### config.mk
export PLATFORM = sky130hd
export DESIGN_NAME = display_scan_mux
export DESIGN_NICKNAME = d
export VERILOG_FILES = /design/src/rtl/display_pkg.sv /design/src/rtl/display_scan_timer.sv /design/src/rtl/display_scan_mux.sv
export SDC_FILE = /design/constraint.sdc
export NUM_CORES = 1
export LEC_CHECK = 0
export CORE_UTILIZATION = 35
export DETAILED_ROUTE_END_ITERATION = 8
export GPL_TIMING_DRIVEN = 0
export SLEW_MARGIN = 10
export SYNTH_ARGS = -nofsm -noshare
export SYNTH_HDL_FRONTEND = slang
export SYNTH_SLANG_ARGS = --single-unit
### constraint.sdc
create_clock -name clk -period 5.86 [get_ports clk]
set_clock_uncertainty 0.15 [all_clocks]
set_input_delay 1.172 -clock clk [delete_from_list [all_inputs] [get_ports clk]]
set_output_delay 1.172 -clock clk [all_outputs]
set_load 0.1 [all_outputs]
### src/rtl/display_pkg.sv
// Shared definitions for the multiplexed 7-segment scan driver: segment bit
// positions, scan state encoding and the digit-index width helper.
package display_pkg;

   localparam int SEG_A  = 0;
   localparam int SEG_B  = 1;
   localparam int SEG_C  = 2;
   localparam int SEG_D  = 3;
   localparam int SEG_E  = 4;
   localparam int SEG_F  = 5;
   localparam int SEG_G  = 6;
   localparam int SEG_DP = 7;

   typedef enum logic {
      IDLE = 1'b0,
      RUN  = 1'b1
   } scan_state_e;

   function automatic int idx_w(input int digits);
      return (digits > 1) ? $clog2(digits) : 1;
   endfunction

endpackage

### src/rtl/display_scan_timer.sv
// Slot counter, digit index and scan state. Exports next-state values so the
// top can register its outputs aligned with the counter they describe.
module display_scan_timer
   import display_pkg::*;
#(
   parameter int DIGITS   = 4,
   parameter int PRESCALE = 1000,
   parameter int BLANK    = 16,
   localparam int IW      = idx_w(DIGITS)
) (
   input  logic          clk,
   input  logic          rst,
   input  logic          enable,
   output logic          running_o,
   output logic          run_next_o,
   output logic [IW-1:0] idx_next_o,
   output logic          wrap_o,
   output logic          blank_o,
   output logic          frame_done_o
);

   localparam int CW = $clog2(PRESCALE);
   localparam logic [CW-1:0] LAST_CNT = CW'(PRESCALE - 1);
   localparam logic [IW-1:0] LAST_IDX = IW'(DIGITS - 1);
   localparam logic [CW-1:0] BLANK_C  = CW'(BLANK);

   scan_state_e   state_q, state_d;
   logic [CW-1:0] cnt_q, cnt_d;
   logic [IW-1:0] idx_q, idx_d;
   logic          frame_done_q;
   logic          wrap;

   always_comb begin
      state_d = state_q;
      cnt_d   = cnt_q;
      idx_d   = idx_q;
      wrap    = 1'b0;
      case (state_q)
         IDLE: begin
            if (enable) begin
               state_d = RUN;
               cnt_d   = '0;
               idx_d   = '0;
            end
         end
         RUN: begin
            if (!enable) begin
               state_d = IDLE;
               cnt_d   = '0;
               idx_d   = '0;
            end else if (cnt_q == LAST_CNT) begin
               cnt_d = '0;
               if (idx_q == LAST_IDX) begin
                  idx_d = '0;
                  wrap  = 1'b1;
               end else begin
                  idx_d = idx_q + 1'b1;
               end
            end else begin
               cnt_d = cnt_q + 1'b1;
            end
         end
         default: state_d = IDLE;
      endcase
   end

   always_ff @(posedge clk) begin
      if (rst) begin
         state_q      <= IDLE;
         cnt_q        <= '0;
         idx_q        <= '0;
         frame_done_q <= 1'b0;
      end else begin
         state_q      <= state_d;
         cnt_q        <= cnt_d;
         idx_q        <= idx_d;
         frame_done_q <= wrap;
      end
   end

   assign running_o    = (state_q == RUN);
   assign run_next_o   = (state_d == RUN);
   assign idx_next_o   = idx_d;
   assign wrap_o       = wrap;
   // Blank reflects the slot position the outputs will show next cycle.
   assign blank_o      = (state_d != RUN) || (cnt_d < BLANK_C);
   assign frame_done_o = frame_done_q;

endmodule

### src/rtl/display_scan_mux.sv
// Multi-digit 7-segment scan driver: double-buffered patterns swapped at frame
// boundaries, blank gating and pin polarity on fully registered outputs.
module display_scan_mux
   import display_pkg::*;
#(
   parameter int DIGITS         = 4,
   parameter int PRESCALE       = 1000,
   parameter int BLANK          = 16,
   parameter bit SEG_ACTIVE_LOW = 1'b0,
   parameter bit DIG_ACTIVE_LOW = 1'b0
) (
   input  logic                clk,
   input  logic                rst,
   input  logic                enable,
   input  logic [8*DIGITS-1:0] seg_in,
   input  logic                load,
   output logic [7:0]          seg_out,
   output logic [DIGITS-1:0]   digit_en,
   output logic                frame_done,
   output logic                load_pending
);

   localparam int IW = idx_w(DIGITS);
   localparam logic [7:0]        SEG_OFF = {8{SEG_ACTIVE_LOW}};
   localparam logic [DIGITS-1:0] DIG_OFF = {DIGITS{DIG_ACTIVE_LOW}};

   logic                   running, run_next, wrap, blank;
   logic [IW-1:0]          idx_next;
   logic [DIGITS-1:0][7:0] active_q, active_d, shadow_q, shadow_d;
   logic                   pending_q, pending_d;
   logic [7:0]             seg_q, seg_n;
   logic [DIGITS-1:0]      dig_q, dig_n;

   display_scan_timer #(
      .DIGITS  (DIGITS),
      .PRESCALE(PRESCALE),
      .BLANK   (BLANK)
   ) u_timer (
      .clk         (clk),
      .rst         (rst),
      .enable      (enable),
      .running_o   (running),
      .run_next_o  (run_next),
      .idx_next_o  (idx_next),
      .wrap_o      (wrap),
      .blank_o     (blank),
      .frame_done_o(frame_done)
   );

   // Leaving RUN and the frame wrap are both safe points to commit a pattern;
   // a load on that same edge is newer than the shadow and takes priority.
   always_comb begin
      active_d  = active_q;
      shadow_d  = shadow_q;
      pending_d = pending_q;
      if (!running) begin
         if (load) active_d = seg_in;
      end else if (!enable || wrap) begin
         if (load)           active_d = seg_in;
         else if (pending_q) active_d = shadow_q;
         pending_d = 1'b0;
      end else if (load) begin
         shadow_d  = seg_in;
         pending_d = 1'b1;
      end
   end

   always_comb begin
      seg_n = '0;
      dig_n = '0;
      if (run_next && !blank) begin
         seg_n           = active_d[idx_next];
         dig_n[idx_next] = 1'b1;
      end
   end

   always_ff @(posedge clk) begin
      if (rst) begin
         active_q  <= '0;
         shadow_q  <= '0;
         pending_q <= 1'b0;
         seg_q     <= SEG_OFF;
         dig_q     <= DIG_OFF;
      end else begin
         active_q  <= active_d;
         shadow_q  <= shadow_d;
         pending_q <= pending_d;
         seg_q     <= seg_n ^ SEG_OFF;
         dig_q     <= dig_n ^ DIG_OFF;
      end
   end

   assign seg_out      = seg_q;
   assign digit_en     = dig_q;
   assign load_pending = pending_q;

endmodule
==> flow_metrics.env <==
export IMPL_drt_pass1_iter_count=7
export IMPL_holdBufCountCts=0
export IMPL_antenna_left=0
export IMPL_io_buffers=47
export IMPL_yosysSeqAreaShare_pct=38.6
export IMPL_cp_data_required_time_ps=5990
export IMPL_diodes=0
export IMPL_p_comb_share_pct=12.7
export IMPL_syn_avg_cell_area_um2=8.39
export IMPL_synth_edff_count=0
export IMPL_fillers=1347
export IMPL_vias_per_cell=5.50
export IMPL_place_hpwl_um=10500
export IMPL_synth_ff_latch_count=91
export IMPL_die_width_um=118
export IMPL_worstHoldPathType="reg2reg"
export IMPL_startpoint_type="primary input"
export IMPL_final_area_um2=5650
export IMPL_fin_crit_ps=3510
export IMPL_grt_pass1_vias=4259
export IMPL_grt_max_degree=13
export IMPL_synthToLayoutAreaGrowth_pct=19.7
export IMPL_p_clk_share_pct=38.2
export IMPL_grt_pass1_wl_um=22600
export IMPL_finalHoldViolCount=0
export IMPL_overflow=0
export IMPL_drive_gt1_share_pct=8.84
export IMPL_fin_crit_sh_pct=59.9
export IMPL_synth_top_area_share_pct=38.6
export IMPL_wirelength_um=14100
export IMPL_die_area_um2=14000
export IMPL_synth_compound_area_share_pct=28.2
export IMPL_synth_main_ff_cell="dfxtp_1"
export IMPL_fin_nets=659
export IMPL_max_slew_margin_pct=34.6
export IMPL_synth_top_area_cell="dfxtp_1"
export IMPL_cap_viol_max_count=0
export IMPL_synth_xor_area_share_pct=0.371
export IMPL_antenna_found_initial=0
export IMPL_cts_tree="built"
export IMPL_clk_pin_slew_ps=60
export IMPL_rsz0062_at_grt="false"
export IMPL_root_buffer="clkbuf_16"
export IMPL_crit_type="in2reg"
export IMPL_num_vias=4388
export IMPL_leakagePower_uw=0.00200
export IMPL_seq_power_share_pct=49.1
export IMPL_intPower_uw=982
export IMPL_swShare_pct=25.1
export IMPL_cts_buffers=9
export IMPL_synthMuxAreaShare_pct=0
export IMPL_tightestPinTransition_ps=978
export IMPL_crit_path_end_kind="flip-flop"
export IMPL_ioPinCount=50
export IMPL_status="complete, no violations"
export IMPL_ys_types=58
export IMPL_globalRouteTotalUtil_pct=21.0
export IMPL_arrival_ps=3640
export IMPL_postCtsSetupRepairBufs=0
export IMPL_synthAdderAreaFrac_pct=0.530
export IMPL_gp_congestion=0.892
export IMPL_synth_area_leaders="dfxtp_1, a211oi_1, nand2_1"
export IMPL_drc=0
export IMPL_htreeDepth=3
export IMPL_avgRoutedWirePerCell_um=17.6
export IMPL_report_final_slew_viol_count=0
export IMPL_placed_cell_area_um2=5420
export IMPL_die_y_um=118
export IMPL_netSwitchingPower_uw=329
export IMPL_syn_inst=563
export IMPL_rows=42
export IMPL_synthArstFlopShare_pct=0
export IMPL_cp_max_fo=10
export IMPL_syn_nets=601
export IMPL_tns_ps=0
export IMPL_core_um2=13200
export IMPL_p_per_area_nw_per_um2=232
export IMPL_initial_core_util_pct=35.8
export IMPL_synth_top_family_by_area="compound AO/OA/AOI/OAI gates"
export IMPL_cts_sinks=91
export IMPL_clkLatencyLatePin_ps=340
export IMPL_yosys_warnings=0
export IMPL_drtIter0Drc=380
export IMPL_synthesis_area_um2=4720
export IMPL_synth_simple_area_share_pct=25.2
export IMPL_fmax_mhz=285
export IMPL_clockBufferDepth=2
export IMPL_setup_viol=0
export IMPL_ir_drop_uv=137
export IMPL_cts_resized=0
per-stage QoR:
stage               hold slack [ps]  worst slack (ps)  utilization, %  instances  total power (uW)
floorplan                       281              2850               -        563               753
global placement                290              2100            41.1        786               819
detailed placement              295              2090            41.1        786               822
CTS                             303              2430            42.9        798              1320
global route                    318              2230            42.9        798              1360
finish                          301              2350            42.9        798              1310
power by group through the flow:
| stage | combinational, uW | sequential (uW) | clock (uW) |
|---|---|---|---|
| final | 167 | 644 | 501 |
| after floorplan | 95.5 | 657 | 0 |
| after global routing | 181 | 645 | 536 |
| after CTS | 165 | 644 | 509 |
| after global placement | 162 | 657 | 0 |
| after detailed placement | 165 | 658 | 0 |
synthesized netlist by cell type (all sizes together) (4+ instances only):
cell,n
nand2,73
a21oi,52
nor3b,17
and3,18
a2111oi,14
o32ai,14
buf,22
nor2,39
nor4,6
nand3b,18
inv,18
and2,36
o21a,8
clkbuf,29
a221oi,4
dfxtp,91
o21ai,19
a211oi,47
metal layers:
metal | vias to the layer above | wire [um] | part of all wire (%) | track usage (%)
li1 | 2149 | - | - | -
met1 | 2101 | 6480 | 46 | 27.9
met2 | 116 | 6600 | 47 | 34.0
met3 | 22 | 603 | 4.3 | 2.99
met4 | 0 | 378 | 2.7 | 9.13
met5 | - | 0 | 0 | 0
placed cells by master (no fill, tap or decap), drive strengths merged, types with 2 or more instances in the layout:
| cell | netlist | layout |
|---|---|---|
| ha | 2 | 2 |
| a21oi | 52 | 52 |
| nand3 | 3 | 3 |
| a21o | 3 | 3 |
| inv | 18 | 18 |
| nor4 | 6 | 6 |
| o31ai | 3 | 3 |
| nand2b | 2 | 2 |
| nor2 | 39 | 39 |
| or3 | 2 | 2 |
| o31a | 2 | 2 |
| and2 | 36 | 36 |
| a211oi | 47 | 47 |
| and3 | 18 | 18 |
| clkbuf | 29 | 40 |
| a221oi | 4 | 4 |
| dfxtp | 91 | 91 |
| o21ai | 19 | 19 |
| nand4 | 2 | 2 |
| a2111oi | 14 | 14 |
| a22oi | 3 | 3 |
| nor3 | 2 | 2 |
| nor3b | 17 | 17 |
| o21a | 8 | 8 |
| nand2 | 73 | 73 |
| clkdlybuf4s50 | 0 | 47 |
| o32ai | 14 | 14 |
| buf | 22 | 22 |
| nand3b | 18 | 18 |
| o311a | 3 | 3 |
sequential cells by signal (all words and copies together), names as in the netlist:
| name | flops |
|---|---|
| seg_out | 8 |
| u_timer.idx_q | 2 |
| u_timer.cnt_q | 10 |
| active_q | 32 |
| load_pending | 1 |
| shadow_q | 32 |
| digit_en | 4 |
| u_timer.running_o | 1 |
| u_timer.frame_done_o | 1 |
worst paths after layout:
| check | start | end | slack (ps) | cells past startpoint |
|---|---|---|---|---|
| setup reg to reg | u_timer.cnt_q[0]$_SDFFE_PP0P_ | seg_out[2]$_SDFF_PP0_ | 2970 | 8 |
| hold / removal | shadow_q[24]$_SDFFE_PP0P_ | shadow_q[24]$_SDFFE_PP0P_ | 300 | 2 |
| hold reg to reg | shadow_q[24]$_SDFFE_PP0P_ | shadow_q[24]$_SDFFE_PP0P_ | 300 | 2 |
| setup / recovery | load | seg_out[2]$_SDFF_PP0_ | 2350 | 8 |
kinds of logic (layout without fill, tap and decap cells):
| logic type | after synthesis | count (layout) |
|---|---|---|
| adders and majority gates | 2 | 2 |
| buffers and inverters | 69 | 128 |
| AOI/OAI and AO/OA | 178 | 178 |
| xor gates and xnor gates | 2 | 2 |
| DFF | 91 | 91 |
| and+or+nand+nor | 221 | 221 |
critical path: stages:
cell and delay [ps]:
clkdlybuf4s50_1 560, clkbuf_1 410, clkbuf_1 420, nor3b_1 100, a21oi_1 150, o32ai_1 170
a211oi_1 450, o21a_1 210
final cells by class:
class	instances	area, um2	area share [%]
buffer	51	273	4.83
clock buffer	11	233	4.12
multi-input combinational	403	2560	45.3
sequential	91	1820	32.2
clock inverter	1	5.00	0.0885
timing repair buffer	47	470	8.32
tap	176	220	3.90
inverter	18	67.6	1.20
(Power assumes the default switching activity.)
